===== src/rtl/dec3to8_buf.sv =====
// Buffered 3-to-8 decoder: queues 3-bit codes in a small FIFO and presents the
// head entry as a one-hot byte behind a valid/ready handshake.
module dec3to8_buf #(
  parameter  int unsigned DEPTH = 4,
  localparam int unsigned AW    = $clog2(DEPTH)
) (
  input  logic          clk,
  input  logic          rst,
  input  logic          EN,
  input  logic [2:0]    Y,
  input  logic          Y_valid,
  output logic          Y_ready,
  output logic [7:0]    Dout,
  output logic          Dout_valid,
  input  logic          Dout_ready,
  output logic [AW:0]   count,
  output logic          ovf
);

  localparam int unsigned CW = AW + 1;

  logic [2:0]    r_mem [DEPTH];
  logic [AW-1:0] r_wr_ptr;
  logic [AW-1:0] r_rd_ptr;
  logic [AW:0]   r_count;
  logic          r_ovf;

  logic w_full;
  logic w_empty;
  logic w_push;
  logic w_pop;

  // Handshake is derived from registered occupancy; EN low hides the queue.
  always_comb begin
    w_full     = (r_count == CW'(DEPTH));
    w_empty    = (r_count == CW'(0));
    Y_ready    = EN && !w_full;
    Dout_valid = EN && !w_empty;
    w_push     = Y_valid && Y_ready;
    w_pop      = Dout_valid && Dout_ready;
    Dout       = Dout_valid ? (8'b1 << r_mem[r_rd_ptr]) : 8'h00;
  end

  // Storage needs no reset: an entry is only observed after it is written.
  always_ff @(posedge clk) begin
    if (!rst && w_push) begin
      r_mem[r_wr_ptr] <= Y;
    end
  end

  always_ff @(posedge clk) begin
    if (rst) begin
      r_wr_ptr <= '0;
      r_rd_ptr <= '0;
      r_count  <= '0;
      r_ovf    <= 1'b0;
    end else begin
      if (w_push) begin
        r_wr_ptr <= r_wr_ptr + AW'(1);
      end
      if (w_pop) begin
        r_rd_ptr <= r_rd_ptr + AW'(1);
      end
      case ({w_push, w_pop})
        2'b10:   r_count <= r_count + CW'(1);
        2'b01:   r_count <= r_count - CW'(1);
        default: r_count <= r_count;
      endcase
      // Sticky until reset; the offered code is simply not written.
      if (EN && Y_valid && w_full) begin
        r_ovf <= 1'b1;
      end
    end
  end

  assign count = r_count;
  assign ovf   = r_ovf;

endmodule

===== config.mk =====
export PLATFORM = sky130hd
export DESIGN_NAME = dec3to8_buf
export DESIGN_NICKNAME = d
export VERILOG_FILES = /design/src/rtl/dec3to8_buf.sv
export SDC_FILE = /design/constraint.sdc
export NUM_CORES = 1
export LEC_CHECK = 0
export BUFFER_PORTS_ARGS = -buffer_cell sky130_fd_sc_hd__buf_2
export CELL_PAD_IN_SITES_DETAIL_PLACEMENT = 0
export CELL_PAD_IN_SITES_GLOBAL_PLACEMENT = 1
export CORE_MARGIN = 2
export CORE_UTILIZATION = 39
export CTS_CLUSTER_SIZE = 8
export DETAILED_ROUTE_END_ITERATION = 10
export PLACE_DENSITY = 0.78
export SYNTH_ARGS = -nofsm -noshare
export SYNTH_HDL_FRONTEND = slang
export SYNTH_SLANG_ARGS = --single-unit

===== constraint.sdc =====
create_clock -name clk -period 6.5 [get_ports clk]
set_clock_uncertainty 0.2 [all_clocks]
set_input_delay 0.65 -clock clk [delete_from_list [all_inputs] [get_ports clk]]
set_output_delay 0.65 -clock clk [all_outputs]
set_load 0.01 [all_outputs]

==> implementation parameters <==
Parameter                              Value

Synth
  Number of warnings printed during yosys synthesis    0
  Dominant cell type by area after synthesis    sky130_fd_sc_hd__edfxtp_1
  Mapped Cells    89
  Synth unique cells    25
  Synth Net Count    103
  Post-synthesis cell area    0.00103 mm^2
  Mean cell area of the mapped netlist    11.5 um^2
  Fraction of synthesized cell area taken by the top area cell type    0.351
  Portion of the post-synthesis area used by sequential elements    0.546
  Leading cell types by total area after synthesis    sky130_fd_sc_hd__edfxtp_1 35%, sky130_fd_sc_hd__dfxtp_1 19%, sky130_fd_sc_hd__ha_1 6.1%
  Number of flip-flops and latches in the synthesized netlist    22

Clock tree
  Maximum level of the CTS H-tree    1
  Quantity of hold-fixing buffers added after cts    0
  Clock slew at the register clock pins of the worst setup and hold paths    110 ps
  Insertion delay of the later-clocked pin in the worst-skew pair    290 ps
  Number of buffers inserted during clock tree synthesis    3
  Number of buffers inserted by post-CTS setup repair    0
  Clock buffer depth    2
  TritonCTS clock tree    built
  Clk root buf    sky130_fd_sc_hd__clkbuf_4
  Number of sinks on the clock net    22
  Count of cells resized by post-cts repair    0

Routing
  Total via count after detailed routing    693
  Number of nets with antenna violations after detailed routing    0
  Detail-routed net length per standard cell    11.5 um
  First-iteration detailed-routing DRC count    15
  Total wire length after detailed routing    1650 um
  First-pass iteration count of the detailed router    2
  Post-detailed-route via-to-cell ratio    4.85
  DRC violation count after routing    0

Worst setup path
  Max stage delay cell, worst path    sky130_fd_sc_hd__mux4_2
  Worst Path Arrival    1750 ps
  Setup Crit Path Kind    register to output pin
  Cells along the critical path    mux4_2, or2_1, nor2_1, buf_2
  Largest fanout on the critical path    4
  Launching element type of the critical path    register
  Crit path largest cell delay    560 ps
  Crit. End Element    output pin
  Required time at the worst-slack endpoint    5650 ps

Layout
  Leading cell type in the layout, fill and taps excluded    sky130_fd_sc_hd__buf_2
  Inserted Diodes    0
  Commonest cells after routing, fill and taps aside    21 x sky130_fd_sc_hd__buf_2, 14 x sky130_fd_sc_hd__nor2_1, 12 x sky130_fd_sc_hd__edfxtp_1
  Fin util    0.481
  Net count reported at finish    128
  Area Growth Syn to Fin    16.1%
  Fraction of final layout cells sized beyond drive strength 1    0.257

Power
  Fraction of power consumed by combinational cells    0.148
  Power after layout    257 uW
  Net switching power    64.5 uW
  Worst vdd rail ir drop    102 uV
  Fraction of power consumed by sequential logic    0.612
  Fraction of power spent switching nets    0.251
  Cell-internal power    192 uW
  Leakage dissipation    0.474 nW
  Clock share of power    0.240
  Power per Cell Area    215 mW/mm^2

Timing
  Slew at the pin with the worst max-slew slack    401 ps
  Setup violation total in the final timing report    0
  Post-route setup TNS    0 ps
  Worst-case headroom to the max-slew limit    0.732
  Final critical path time including I/O delays and setup    2600 ps
  Max-slew violation total from the final report    0
  Portion of the clock cycle consumed by the worst path in the final layout    0.400
  Max Fclk    0.384 GHz
  Total count of hold-check failures in the final report    0
  Unrepaired setup endpoints after global routing    no

Global route
  Pin count of the biggest net entering global routing    13
  Number of antenna violations at the first check in global routing    0
  Total global routing overflow    0
  Number of global-route vias before repair    670
  Global-route usage over all layers    0.120
  Wire length of the first global-routing pass    2920 um

Floorplan
  Die area    0.00306 mm^2
  Die outline width    55.3 um
  Count of boundary I/O pins    22
  Placeable core area    0.00248 mm^2
  Die extent in y    55.3 um
  Number of rows created at floorplan    18
  Initial core utilization    0.415

Placed design
  Global placement routability congestion    0.779
  Placed wire-length estimate    1340 um
  Count of input and output buffers    21

Hold path
  Worst min-delay path class    register to register

Status
  Outcome    complete, no violations

Job
  MaxCap Viol Count    0
-- worst max-delay path: cells and delay by family (launching register included) --
family                 cells  cell delay [ps]
buffers and inverters      1              130
and+or+nand+nor            2              340
muxes                      1              560
DFF                        1              430
-- power groups by stage --
stage                     Sequential [mW]  Combinational (mW)  Clock (mW)
after floorplan                     0.160              0.0259           0
after global placement              0.160              0.0380           0
after detailed placement            0.161              0.0388           0
after CTS                           0.157              0.0388      0.0630
after global routing                0.158              0.0441      0.0697
final                               0.157              0.0381      0.0616
-- state kept, by name, summed over array words and instances, names as in the netlist, named ones only --
signal and count:
r_wr_ptr 2, r_mem 12, r_rd_ptr 2, count 3, ovf 1
-- routing by layer --
metal | up-vias | global-route usage | wire length, um
met3 | 2 | 0.0258 | 71
met1 | 324 | 0.151 | 720
met5 | - | 0 | 0
met2 | 12 | 0.197 | 839
li1 | 355 | - | -
met4 | 0 | 0.0523 | 15
-- final timing paths --
check / end / startpoint / depth (start not counted) / slack (ps)
min: ovf$_SDFFE_PP0P_ / ovf$_SDFFE_PP0P_ / 2 / 280
min reg2reg: ovf$_SDFFE_PP0P_ / ovf$_SDFFE_PP0P_ / 2 / 280
max: Dout[0] / register / 4 / 3900
max reg2reg: count[2]$_SDFFE_PP0P_ / count[2]$_SDFFE_PP0P_ / 8 / 4010
-- cell families after synthesis --
| logic type | synth area share |
|---|---|
| simple gates | 0.177 |
| flops | 0.546 |
| compound gates | 0.0731 |
| buf+inv | 0.0292 |
| fa+ha+maj | 0.0804 |
| xor+xnor | 0.0256 |
| mux | 0.0694 |
-- cell type report --
cell class	instances	area [um^2]
Fill cell	246	1280
Sequential cell	22	561
Multi-Input combinational cell	59	437
Timing Repair Buffer	21	105
Tap cell	30	37.5
Clock buffer	4	26.3
Inverter	7	26.3
-- synthesized netlist by cell type --
| master | number |
|---|---|
| sky130_fd_sc_hd__xnor2_1 | 1 |
| sky130_fd_sc_hd__clkbuf_1 | 1 |
| sky130_fd_sc_hd__a21oi_1 | 6 |
| sky130_fd_sc_hd__nand2_1 | 4 |
| sky130_fd_sc_hd__ha_1 | 5 |
| sky130_fd_sc_hd__nand2b_4 | 1 |
| sky130_fd_sc_hd__nor2_1 | 14 |
| sky130_fd_sc_hd__or3b_2 | 1 |
| sky130_fd_sc_hd__mux4_1 | 1 |
| sky130_fd_sc_hd__xor2_1 | 2 |
| sky130_fd_sc_hd__and2_1 | 6 |
| sky130_fd_sc_hd__or3_1 | 2 |
| sky130_fd_sc_hd__edfxtp_1 | 12 |
| sky130_fd_sc_hd__nor3_1 | 1 |
| sky130_fd_sc_hd__nand2b_1 | 2 |
| sky130_fd_sc_hd__nor3b_1 | 1 |
| sky130_fd_sc_hd__o21ai_0 | 4 |
| sky130_fd_sc_hd__nand3_1 | 2 |
| sky130_fd_sc_hd__o31a_1 | 1 |
| sky130_fd_sc_hd__or2_1 | 1 |
| sky130_fd_sc_hd__o311ai_2 | 1 |
| sky130_fd_sc_hd__fa_1 | 1 |
| sky130_fd_sc_hd__mux4_2 | 2 |
| sky130_fd_sc_hd__dfxtp_1 | 10 |
| sky130_fd_sc_hd__inv_1 | 7 |
-- stage by stage --
| stage | worst slack (ps) | instance area, um^2 | std cells | hold slack (ps) |
|---|---|---|---|---|
| after floorplan | 4080 | 1030 | 89 | 260 |
| after global routing | 3770 | 1190 | 143 | 341 |
| after global placement | 4040 | 1170 | 139 | 255 |
| after CTS | 3870 | 1190 | 143 | 292 |
| final | 3900 | 1190 | 143 | 281 |
| after detailed placement | 4000 | 1170 | 139 | 255 |
(Power assumes the default switching activity.)
